## config.mk

```make
export PLATFORM = sky130hd
export DESIGN_NAME = dcache_controller_flat
export DESIGN_NICKNAME = d
export VERILOG_FILES = /design/src/rtl/cache_pkg.sv /design/src/rtl/dcache_controller_if.sv /design/src/rtl/dcache_controller_sat_counter.sv /design/src/rtl/dcache_controller.sv /design/src/flat_wrapper.sv
export SDC_FILE = /design/constraint.sdc
export NUM_CORES = 1
export LEC_CHECK = 0
export BUFFER_PORTS_ARGS = -buffer_cell sky130_fd_sc_hd__buf_2
export CAP_MARGIN = 20
export CORE_AREA = 2 2 127 129
export DETAILED_ROUTE_END_ITERATION = 8
export DIE_AREA = 0 0 129 131
export GPL_TIMING_DRIVEN = 1
export PLACE_DENSITY = 0.73
export SLEW_MARGIN = 20
export SYNTH_ARGS = -nofsm -noshare
export SYNTH_HDL_FRONTEND = slang
export SYNTH_SLANG_ARGS = --single-unit
```

## constraint.sdc

```tcl
create_clock -name clk -period 4.5 [get_ports clk]
set_input_delay 0.225 -clock clk [delete_from_list [all_inputs] [get_ports clk]]
set_output_delay 0.225 -clock clk [all_outputs]
set_load 0.005 [all_outputs]
```

## src/rtl/cache_pkg.sv

```systemverilog
// rtl/cache_pkg.sv - shared types and default widths for the data cache controller
package cache_pkg;

    localparam int DEF_DATA_WIDTH = 32;
    localparam int DEF_ADDR_WIDTH = 32;

    typedef enum logic [2:0] {
        ST_IDLE   = 3'd0,
        ST_MEM_RD = 3'd1,
        ST_FILL   = 3'd2,
        ST_RESP   = 3'd3,
        ST_MEM_WR = 3'd4
    } state_e;

endpackage

```

## src/rtl/dcache_controller_if.sv

```systemverilog
// rtl/dcache_controller_if.sv - CPU, cache-array and memory signals of the data cache controller
interface dcache_controller_if #(
    parameter int DATA_WIDTH = 32,
    parameter int ADDR_WIDTH = 32,
    parameter int CNT_WIDTH  = 16
);
    logic                  cpu_req_i;
    logic                  cpu_we_i;
    logic [ADDR_WIDTH-1:0] cpu_addr_i;
    logic [DATA_WIDTH-1:0] cpu_wdata_i;
    logic [DATA_WIDTH-1:0] cpu_rdata_o;
    logic                  cpu_stall_o;
    logic [ADDR_WIDTH-1:0] cache_addr_o;
    logic [DATA_WIDTH-1:0] cache_wdata_o;
    logic                  cache_fill_o;
    logic                  cache_overwrite_o;
    logic                  cache_hit_i;
    logic [DATA_WIDTH-1:0] cache_rdata_i;
    logic                  mem_req_o;
    logic                  mem_we_o;
    logic [ADDR_WIDTH-1:0] mem_addr_o;
    logic [DATA_WIDTH-1:0] mem_wdata_o;
    logic                  mem_ready_i;
    logic [DATA_WIDTH-1:0] mem_rdata_i;
    logic [CNT_WIDTH-1:0]  hit_count_o;
    logic [CNT_WIDTH-1:0]  miss_count_o;

    // Controller side
    modport master (
        input  cpu_req_i, cpu_we_i, cpu_addr_i, cpu_wdata_i,
        input  cache_hit_i, cache_rdata_i, mem_ready_i, mem_rdata_i,
        output cpu_rdata_o, cpu_stall_o, cache_addr_o, cache_wdata_o,
        output cache_fill_o, cache_overwrite_o, mem_req_o, mem_we_o,
        output mem_addr_o, mem_wdata_o, hit_count_o, miss_count_o
    );

    // CPU, cache array and memory side
    modport slave (
        output cpu_req_i, cpu_we_i, cpu_addr_i, cpu_wdata_i,
        output cache_hit_i, cache_rdata_i, mem_ready_i, mem_rdata_i,
        input  cpu_rdata_o, cpu_stall_o, cache_addr_o, cache_wdata_o,
        input  cache_fill_o, cache_overwrite_o, mem_req_o, mem_we_o,
        input  mem_addr_o, mem_wdata_o, hit_count_o, miss_count_o
    );

endinterface

```

## src/rtl/dcache_controller_sat_counter.sv

```systemverilog
// rtl/dcache_controller_sat_counter.sv - saturating event counter
module sat_counter #(
    parameter int WIDTH = 16
) (
    input  logic             clk,
    input  logic             rst,
    input  logic             inc,
    output logic [WIDTH-1:0] count
);

    // Count up on inc and stick at all-ones instead of wrapping
    always_ff @(posedge clk) begin
        if (rst) begin
            count <= '0;
        end else if (inc && (count != '1)) begin
            count <= count + WIDTH'(1);
        end
    end

endmodule

```

## src/rtl/dcache_controller.sv

```systemverilog
// rtl/dcache_controller.sv - write-through, read-allocate sequencer for a 2-way data cache
module dcache_controller
    import cache_pkg::*;
#(
    parameter int DATA_WIDTH = DEF_DATA_WIDTH,
    parameter int ADDR_WIDTH = DEF_ADDR_WIDTH,
    parameter int CNT_WIDTH  = 16
) (
    input  logic                clk,
    input  logic                rst,
    dcache_controller_if.master bus
);

    state_e                state_q, state_d;
    logic [ADDR_WIDTH-1:0] addr_q;
    logic [DATA_WIDTH-1:0] wdata_q;
    logic [DATA_WIDTH-1:0] rdata_q;

    logic                  capture;
    logic                  latch_rd;
    logic                  hit_inc;
    logic                  miss_inc;
    logic                  stall;
    logic [DATA_WIDTH-1:0] rdata;
    logic [ADDR_WIDTH-1:0] cache_addr;
    logic [DATA_WIDTH-1:0] cache_wdata;
    logic                  fill;
    logic                  overwrite;
    logic                  mem_req;
    logic                  mem_we;

    // State, captured request and latched memory read data
    always_ff @(posedge clk) begin
        if (rst) begin
            state_q <= ST_IDLE;
            addr_q  <= '0;
            wdata_q <= '0;
            rdata_q <= '0;
        end else begin
            state_q <= state_d;
            if (capture) begin
                // Word aligned: the byte offset never reaches memory
                addr_q  <= {bus.cpu_addr_i[ADDR_WIDTH-1:2], 2'b00};
                wdata_q <= bus.cpu_wdata_i;
            end
            if (latch_rd) begin
                rdata_q <= bus.mem_rdata_i;
            end
        end
    end

    // Next state and per-state outputs; hits complete in IDLE with no extra cycle
    always_comb begin
        state_d     = state_q;
        stall       = 1'b0;
        rdata       = '0;
        cache_addr  = (state_q == ST_IDLE) ? bus.cpu_addr_i : addr_q;
        cache_wdata = '0;
        fill        = 1'b0;
        overwrite   = 1'b0;
        mem_req     = 1'b0;
        mem_we      = 1'b0;
        capture     = 1'b0;
        latch_rd    = 1'b0;
        hit_inc     = 1'b0;
        miss_inc    = 1'b0;
        case (state_q)
            ST_IDLE: begin
                if (bus.cpu_req_i) begin
                    if (bus.cpu_we_i) begin
                        // Write-through: keep a hitting line coherent, never allocate
                        stall   = 1'b1;
                        capture = 1'b1;
                        state_d = ST_MEM_WR;
                        if (bus.cache_hit_i) begin
                            overwrite   = 1'b1;
                            cache_wdata = bus.cpu_wdata_i;
                        end
                    end else if (bus.cache_hit_i) begin
                        rdata   = bus.cache_rdata_i;
                        hit_inc = 1'b1;
                    end else begin
                        stall    = 1'b1;
                        capture  = 1'b1;
                        miss_inc = 1'b1;
                        state_d  = ST_MEM_RD;
                    end
                end
            end
            ST_MEM_RD: begin
                mem_req = 1'b1;
                stall   = 1'b1;
                if (bus.mem_ready_i) begin
                    latch_rd = 1'b1;
                    state_d  = ST_FILL;
                end
            end
            ST_FILL: begin
                fill        = 1'b1;
                cache_wdata = rdata_q;
                stall       = 1'b1;
                state_d     = ST_RESP;
            end
            ST_RESP: begin
                rdata   = rdata_q;
                state_d = ST_IDLE;
            end
            ST_MEM_WR: begin
                mem_req = 1'b1;
                mem_we  = 1'b1;
                stall   = ~bus.mem_ready_i;
                if (bus.mem_ready_i) begin
                    state_d = ST_IDLE;
                end
            end
            default: begin
                state_d = ST_IDLE;
            end
        endcase
    end

    sat_counter #(.WIDTH(CNT_WIDTH)) u_hit_cnt (
        .clk   (clk),
        .rst   (rst),
        .inc   (hit_inc),
        .count (bus.hit_count_o)
    );

    sat_counter #(.WIDTH(CNT_WIDTH)) u_miss_cnt (
        .clk   (clk),
        .rst   (rst),
        .inc   (miss_inc),
        .count (bus.miss_count_o)
    );

    assign bus.cpu_rdata_o       = rdata;
    assign bus.cpu_stall_o       = stall;
    assign bus.cache_addr_o      = cache_addr;
    assign bus.cache_wdata_o     = cache_wdata;
    assign bus.cache_fill_o      = fill;
    assign bus.cache_overwrite_o = overwrite;
    assign bus.mem_req_o         = mem_req;
    assign bus.mem_we_o          = mem_we;
    assign bus.mem_addr_o        = addr_q;
    assign bus.mem_wdata_o       = wdata_q;

    // Fill happens only in FILL and overwrite only in IDLE, so they can never coincide
    a_fill_overwrite_exclusive: assert property (
        @(posedge clk) disable iff (rst) !(fill && overwrite)
    );

endmodule

```

## src/flat_wrapper.sv

```systemverilog
// flat-port wrapper written by rule: the top's interface ports become plain ports
module dcache_controller_flat import cache_pkg::*;
#(
    parameter int DATA_WIDTH = DEF_DATA_WIDTH,
    parameter int ADDR_WIDTH = DEF_ADDR_WIDTH,
    parameter int CNT_WIDTH  = 16
)
  (clk, rst, bus_cpu_req_i, bus_cpu_we_i, bus_cpu_addr_i, bus_cpu_wdata_i, bus_cache_hit_i, bus_cache_rdata_i, bus_mem_ready_i, bus_mem_rdata_i, bus_cpu_rdata_o, bus_cpu_stall_o, bus_cache_addr_o, bus_cache_wdata_o, bus_cache_fill_o, bus_cache_overwrite_o, bus_mem_req_o, bus_mem_we_o, bus_mem_addr_o, bus_mem_wdata_o, bus_hit_count_o, bus_miss_count_o);
  dcache_controller_if #(.DATA_WIDTH(DATA_WIDTH), .ADDR_WIDTH(ADDR_WIDTH), .CNT_WIDTH(CNT_WIDTH)) bus_i ();
  input  logic clk;
  input  logic rst;
  input wire logic [$bits(bus_i.cpu_req_i)-1:0] bus_cpu_req_i;
  input wire logic [$bits(bus_i.cpu_we_i)-1:0] bus_cpu_we_i;
  input wire logic [$bits(bus_i.cpu_addr_i)-1:0] bus_cpu_addr_i;
  input wire logic [$bits(bus_i.cpu_wdata_i)-1:0] bus_cpu_wdata_i;
  input wire logic [$bits(bus_i.cache_hit_i)-1:0] bus_cache_hit_i;
  input wire logic [$bits(bus_i.cache_rdata_i)-1:0] bus_cache_rdata_i;
  input wire logic [$bits(bus_i.mem_ready_i)-1:0] bus_mem_ready_i;
  input wire logic [$bits(bus_i.mem_rdata_i)-1:0] bus_mem_rdata_i;
  output wire logic [$bits(bus_i.cpu_rdata_o)-1:0] bus_cpu_rdata_o;
  output wire logic [$bits(bus_i.cpu_stall_o)-1:0] bus_cpu_stall_o;
  output wire logic [$bits(bus_i.cache_addr_o)-1:0] bus_cache_addr_o;
  output wire logic [$bits(bus_i.cache_wdata_o)-1:0] bus_cache_wdata_o;
  output wire logic [$bits(bus_i.cache_fill_o)-1:0] bus_cache_fill_o;
  output wire logic [$bits(bus_i.cache_overwrite_o)-1:0] bus_cache_overwrite_o;
  output wire logic [$bits(bus_i.mem_req_o)-1:0] bus_mem_req_o;
  output wire logic [$bits(bus_i.mem_we_o)-1:0] bus_mem_we_o;
  output wire logic [$bits(bus_i.mem_addr_o)-1:0] bus_mem_addr_o;
  output wire logic [$bits(bus_i.mem_wdata_o)-1:0] bus_mem_wdata_o;
  output wire logic [$bits(bus_i.hit_count_o)-1:0] bus_hit_count_o;
  output wire logic [$bits(bus_i.miss_count_o)-1:0] bus_miss_count_o;
  assign bus_i.cpu_req_i = bus_cpu_req_i;
  assign bus_i.cpu_we_i = bus_cpu_we_i;
  assign bus_i.cpu_addr_i = bus_cpu_addr_i;
  assign bus_i.cpu_wdata_i = bus_cpu_wdata_i;
  assign bus_i.cache_hit_i = bus_cache_hit_i;
  assign bus_i.cache_rdata_i = bus_cache_rdata_i;
  assign bus_i.mem_ready_i = bus_mem_ready_i;
  assign bus_i.mem_rdata_i = bus_mem_rdata_i;
  assign bus_cpu_rdata_o = bus_i.cpu_rdata_o;
  assign bus_cpu_stall_o = bus_i.cpu_stall_o;
  assign bus_cache_addr_o = bus_i.cache_addr_o;
  assign bus_cache_wdata_o = bus_i.cache_wdata_o;
  assign bus_cache_fill_o = bus_i.cache_fill_o;
  assign bus_cache_overwrite_o = bus_i.cache_overwrite_o;
  assign bus_mem_req_o = bus_i.mem_req_o;
  assign bus_mem_we_o = bus_i.mem_we_o;
  assign bus_mem_addr_o = bus_i.mem_addr_o;
  assign bus_mem_wdata_o = bus_i.mem_wdata_o;
  assign bus_hit_count_o = bus_i.hit_count_o;
  assign bus_miss_count_o = bus_i.miss_count_o;
  dcache_controller #(.DATA_WIDTH(DATA_WIDTH), .ADDR_WIDTH(ADDR_WIDTH), .CNT_WIDTH(CNT_WIDTH)) u_core (.clk(clk), .rst(rst), .bus(bus_i));
endmodule
```

# Word level (Yosys, flattened, before mapping)

Cells that the tools add are included.

Register bits: 129
Latch bits: 0
RAM bits: 0
ROM bits: 0
Input port bits: 134
Output and inout port bits: 197
Word-level logic and storage cells: 60
Memories kept: 0

Add/subtract/negate cells: 2
Multipliers: 0
Divide/modulo/power cells: 0
$lt $le $gt $ge: 0
Eq/ne operators: 10
Shift-type cells: 0
Mux-type cells: 35
Bitwise operators: 1
Reductions and logical operators: 6

Operators with widths:

| cell                                                             | number |
|---|---|
| 32-bit 2-to-1 mux                                                | 7 |
| 32-bit one-hot mux with 2 select lines                           | 2 |
| 16-bit by 1-bit adder with 16-bit output (second input constant) | 2 |
| 16-bit != test (second input constant)                           | 2 |
| 1-bit 2-to-1 mux                                                 | 19 |
| 3-bit 2-to-1 mux                                                 | 5 |
| 3-bit one-hot mux with 4 select lines                            | 1 |
| 3-bit by 2-bit == test with 1-bit output (second input constant) | 2 |
| 2-bit != test (second input constant)                            | 3 |
| 4-bit AND reduction                                              | 1 |
| 2-bit OR reduction                                               | 2 |
| 3-bit by 1-bit == test with 1-bit output (second input constant) | 1 |
| 3-bit == test (second input constant)                            | 1 |
| 3-bit logical NOT                                                | 1 |
| 3-bit != test (second input constant)                            | 1 |
| 1-bit one-hot mux with 3 select lines                            | 1 |
| 1-bit logical AND                                                | 2 |
| 1-bit NOT                                                        | 1 |

# Logic depth before layout (Yosys ltp)

Depth after elaboration: 5
Gate-level depth with buffers: 7
Gate-level depth less buffers: 5

# Modules after synthesis

From an unflattened synthesis, not the netlist that was laid out.

Cells, all modules: 756
Area, all modules: 6902.9 um2

By module, submodules not included:

| module            | instances | cells each | area an instance (um2) | seq. area each (um2) |
|---|---|---|---|---|
| dcache_controller | 1         | 558        | 5206.2                 | 1941.9 |
| sat_counter       | 2         | 99         | 848.3                  | 320.3 |

# Worst setup path after synthesis

OpenSTA, ideal clock, no wires.

Path type: register -> register
Start: reg u_core.u_hit_cnt.count[0]
End: reg u_core.u_hit_cnt.count[14]
Arrival: 1.697 ns
Slack: 2.680 ns
Stages on the path, launching flop included: 6
Buffers on the path: 0
Cells stage by stage: dfxtp_1 ha_1 nand3_1 or4_4 nor4_4 mux2_1

Longest elaborated chain between the ends: 2

Ends and longest elaborated chain:

| item                                                                                             | RTL line                            | RTL |
|---|---|---|
| start, declared                                                                                  | dcache_controller_sat_counter.sv:8  | `output logic [WIDTH-1:0] count` |
| start signal, assigned                                                                           | dcache_controller_sat_counter.sv:16 | `count <= count + WIDTH'(1);` |
| parallel branches: the longest is 2 deep, another holds 16-bit by 1-bit adder with 16-bit output | --                                  |  |

Several ways; the timed one is not identified.
A chain may end at the register's enable or synchronous reset.

# Final worst setup path

Start: reg u_core.state_q[0]
End: out bus_cache_wdata_o[4]

Longest elaborated chain between the ends: 2

Ends and longest elaborated chain:

| item                                                                                 | RTL line                | RTL |
|---|---|---|
| start, declared                                                                      | dcache_controller.sv:14 | `state_e state_q, state_d;` |
| start signal, assigned                                                               | dcache_controller.sv:40 | `state_q <= state_d;` |
| 3-bit by 2-bit == test with 1-bit output / 3-bit logical NOT (equally long branches) | dcache_controller.sv:67 | `case (state_q)` |
| 32-bit one-hot mux with 2 select lines (*)                                           | dcache_controller.sv:67 |  |
| end, declared                                                                        | flat_wrapper.sv:23      | `output wire logic [$bits(bus_i.cache_wdata_o)-1:0] bus_cache_wdata_o;` |

Every way passes the cells marked *; elsewhere a longest branch is shown, timed or not.

==> impl_metrics.tcl <==
set metrics [dict create \
    outcome "finished clean" \
    r2r-start "u_core.state_q[0]" \
    grt_overflow 0 \
    r2r_slack_ns 1.98 \
    place.gp.congestion 0.867 \
    power_density_nw_per_um2 347 \
    num_rows 46 \
    fin_ws_ns 1.46 \
    m1WireLength_um 9220 \
    cts_made_buffers 17 \
    cts_hold_buf 0 \
    holdPathStages 3 \
    p_leak_nw 3.92 \
    dp_hpwl_um 15800 \
    grtUsageTotal 0.241 \
    hold_start "bus_mem_rdata_i[5]" \
    die_area_sq_um 16900 \
    vdd_ir_drop_max_mv 0.221 \
    postCtsSetupBuffers 0 \
    cts_tree "done" \
    synth.avg_cell_area_sq_um 8.24 \
    period_needed_ns 3.04 \
    synth_cell_types 52 \
    slew_headroom 0.353 \
    crit_arrival_ns 2.81 \
    clock_latency_ns 0.42 \
    vias 6805 \
    post_drt_wl_per_cell_um 17.0 \
    worstPathMaxFanout 21 \
    ys_warn_count 0 \
    final_cells 1285 \
    max_freq_mhz 329 \
    async_flop_share 0 \
    path_class "flop to output port" \
    required_ns 4.28 \
    ys_seq_elements 129 \
    synth_cells 761 \
    met2_length_um 10600 \
    drive_gt1_frac 0.397 \
    finalSetupTns_ns 0 \
    ioPinCount 331 \
    syn2layout_area_growth_pct 36.6 \
    first_iter_violations 330 \
    rsz0062_at_grt "no" \
    maxCapViolations 0 \
    top_layer_used "met4" \
    grt_antenna_before_repair 0 \
    initial_utilization 0.402 \
    worstHoldPathType "input port to flop" \
    finalNetCount 1192 \
    crit_path_end_kind "output port" \
    final_cell_mix "buf_2, nand2_1, dfxtp_1, a21oi_1, a22o_1" \
    cts_sinks 129 \
    die_h_um 131 \
    yosys.area.top_type "dfxtp_1" \
    wl_um 21900 \
    core_area_sq_um 15600 \
    first_global_vias 5981 \
    cts_resized 0 \
    syn_area_sq_um 6270 \
    grt_max_degree 79 \
    portBuffers 328 \
    cts.htree.levels 4 \
    dp_slack_ns 1.94 \
    ant_nets 0 \
    final_common_cell "buf_2" \
    fin_crit_sh 0.675 \
    synth_edf_count 0 \
    setup_viol 0 \
    antennaDiodeCount 0 \
    clk_path_buf_depth 2 \
    tightest_slew_ns 0.963 \
    clk_pin_slew_ns 0.06 \
    dp.cells 1253 \
    drv_slew 0 \
    synth_top_cell_area_share 0.412 \
    fin_util 0.549 \
    startpoint_type "flop" \
    reg2reg_depth 5 \
    routed_via_density 5.30 \
    drcViolationCount 0 \
    drtPass1Iterations 5 \
    whs_endpoint "u_core.rdata_q[5]" \
    seq_area_frac_synth 0.412 \
    synth_flop_cell "dfxtp_1" \
    ys_top_cells_by_area "dfxtp_1, nand2_1, a21oi_1" \
    die_w_um 129 \
    r2r_end "u_core.bus.mem_wdata_o[10]" \
    hold_viol_final 0 \
    fin_skew_ns 0.00909 \
    cts-root-buf "clkbuf_16" \
    grt_pass1_wl_um 31200 \
    routed-wl-met3_um 1530 \
]
[worst max path at each step]
| stage | start | to | slack [ns] | cells after the start |
|---|---|---|---|---|
| finish | u_core.state_q[0] | bus_cache_wdata_o[4] | 1.46 | 5 |
| global placement | u_core.state_q[0] | bus_cache_wdata_o[15] | 2.01 | 5 |
| floorplan | u_core.u_hit_cnt.count[0] | u_core.u_hit_cnt.count[14] | 2.68 | 5 |
| CTS | u_core.state_q[0] | bus_cache_wdata_o[0] | 1.49 | 5 |
| detailed placement | u_core.state_q[0] | bus_cache_wdata_o[0] | 1.94 | 5 |
| global route | u_core.state_q[0] | bus_cache_wdata_o[1] | 1.33 | 5 |
[metal layers]
metal / vias up / GRT usage
met5: - / 0
met4: 0 / 0.0934
met3: 33 / 0.0590
met2: 292 / 0.411
met1: 3185 / 0.295
li1: 3295 / -
[Yosys cell counts (2+ instances only)]
| cell | instances |
|---|---|
| nor3_1 | 5 |
| nor2_1 | 11 |
| and4_1 | 3 |
| buf_1 | 2 |
| nor4b_4 | 2 |
| a311oi_1 | 2 |
| o31ai_1 | 8 |
| nor2b_1 | 11 |
| a22o_1 | 64 |
| and3_1 | 6 |
| o311ai_0 | 3 |
| nand4_4 | 2 |
| nand4_1 | 10 |
| nand2_1 | 207 |
| dfxtp_1 | 129 |
| buf_4 | 3 |
| ha_1 | 2 |
| or2_2 | 4 |
| or3_1 | 5 |
| buf_2 | 33 |
| nand2b_1 | 2 |
| o41ai_1 | 3 |
| clkbuf_1 | 25 |
| o21bai_1 | 2 |
| nand3_1 | 8 |
| and2_1 | 6 |
| a211oi_1 | 2 |
| o21ai_0 | 10 |
| nor4_1 | 6 |
| mux2_2 | 38 |
| mux2i_1 | 2 |
| a21oi_1 | 116 |
| or4_1 | 8 |
| inv_1 | 3 |
[critical path: stages, from the launching register on]
cell and delay, ns:
dfxtp_1 0.49, nor3_4 0.49, and4_1 0.69, buf_4 0.41, a22o_1 0.20, buf_2 0.11
[cell type report]
type | count | area (sq um)
Timing Repair Buffer | 339 | 1730
Multi-Input combinational cell | 566 | 3400
Clock buffer | 22 | 464
Sequential cell | 129 | 2580
Clock inverter | 10 | 110
Inverter | 3 | 11.3
Fill cell | 1500 | 7030
Tap cell | 216 | 270
[logic make-up (layout without fill, tap and decap cells)]
| kind of cell | after synthesis | in the layout | share of synthesized area |
|---|---|---|---|
| AO/OA/AOI/OAI | 213 | 213 | 0.219 |
| XOR/XNOR | 1 | 1 | 0.00140 |
| adder cells (fa/ha/maj) | 2 | 2 | 0.00399 |
| buffers and inverters | 67 | 374 | 0.0497 |
| flip-flops | 129 | 129 | 0.412 |
| multiplexers | 41 | 41 | 0.0732 |
| other | 1 | 2 | 0.000598 |
| AND/OR/NAND/NOR | 307 | 307 | 0.240 |
[state kept, by name, indices dropped and copies added, names as in the netlist]
signal and flops:
u_core.bus.mem_addr_o 30, u_core.u_hit_cnt.count 16, u_core.bus.mem_wdata_o 32, u_core.rdata_q 32, u_core.u_miss_cnt.count 16, u_core.state_q 3
[where the power goes]
| group | internal [mW] | leakage (nW) | switching, mW | total [mW] |
|---|---|---|---|---|
| clock | 0.839 | 0.272 | 0.500 | 1.34 |
| sequential | 1.19 | 1.05 | 0.0338 | 1.22 |
| combinational | 0.190 | 2.60 | 0.222 | 0.412 |
| total | 2.22 | 3.92 | 0.756 | 2.97 |
[through the flow]
stage               area [sq um]  power, mW  hold WS, ns
finish                      8570       2.97       0.0411
global route                8570       3.09       0.0248
CTS                         8570       2.99       0.0287
detailed placement          7990       1.66        0.444
global placement            7990       1.65        0.439
floorplan                   6280       1.45        0.361
Power figures use the tool's default switching activity.
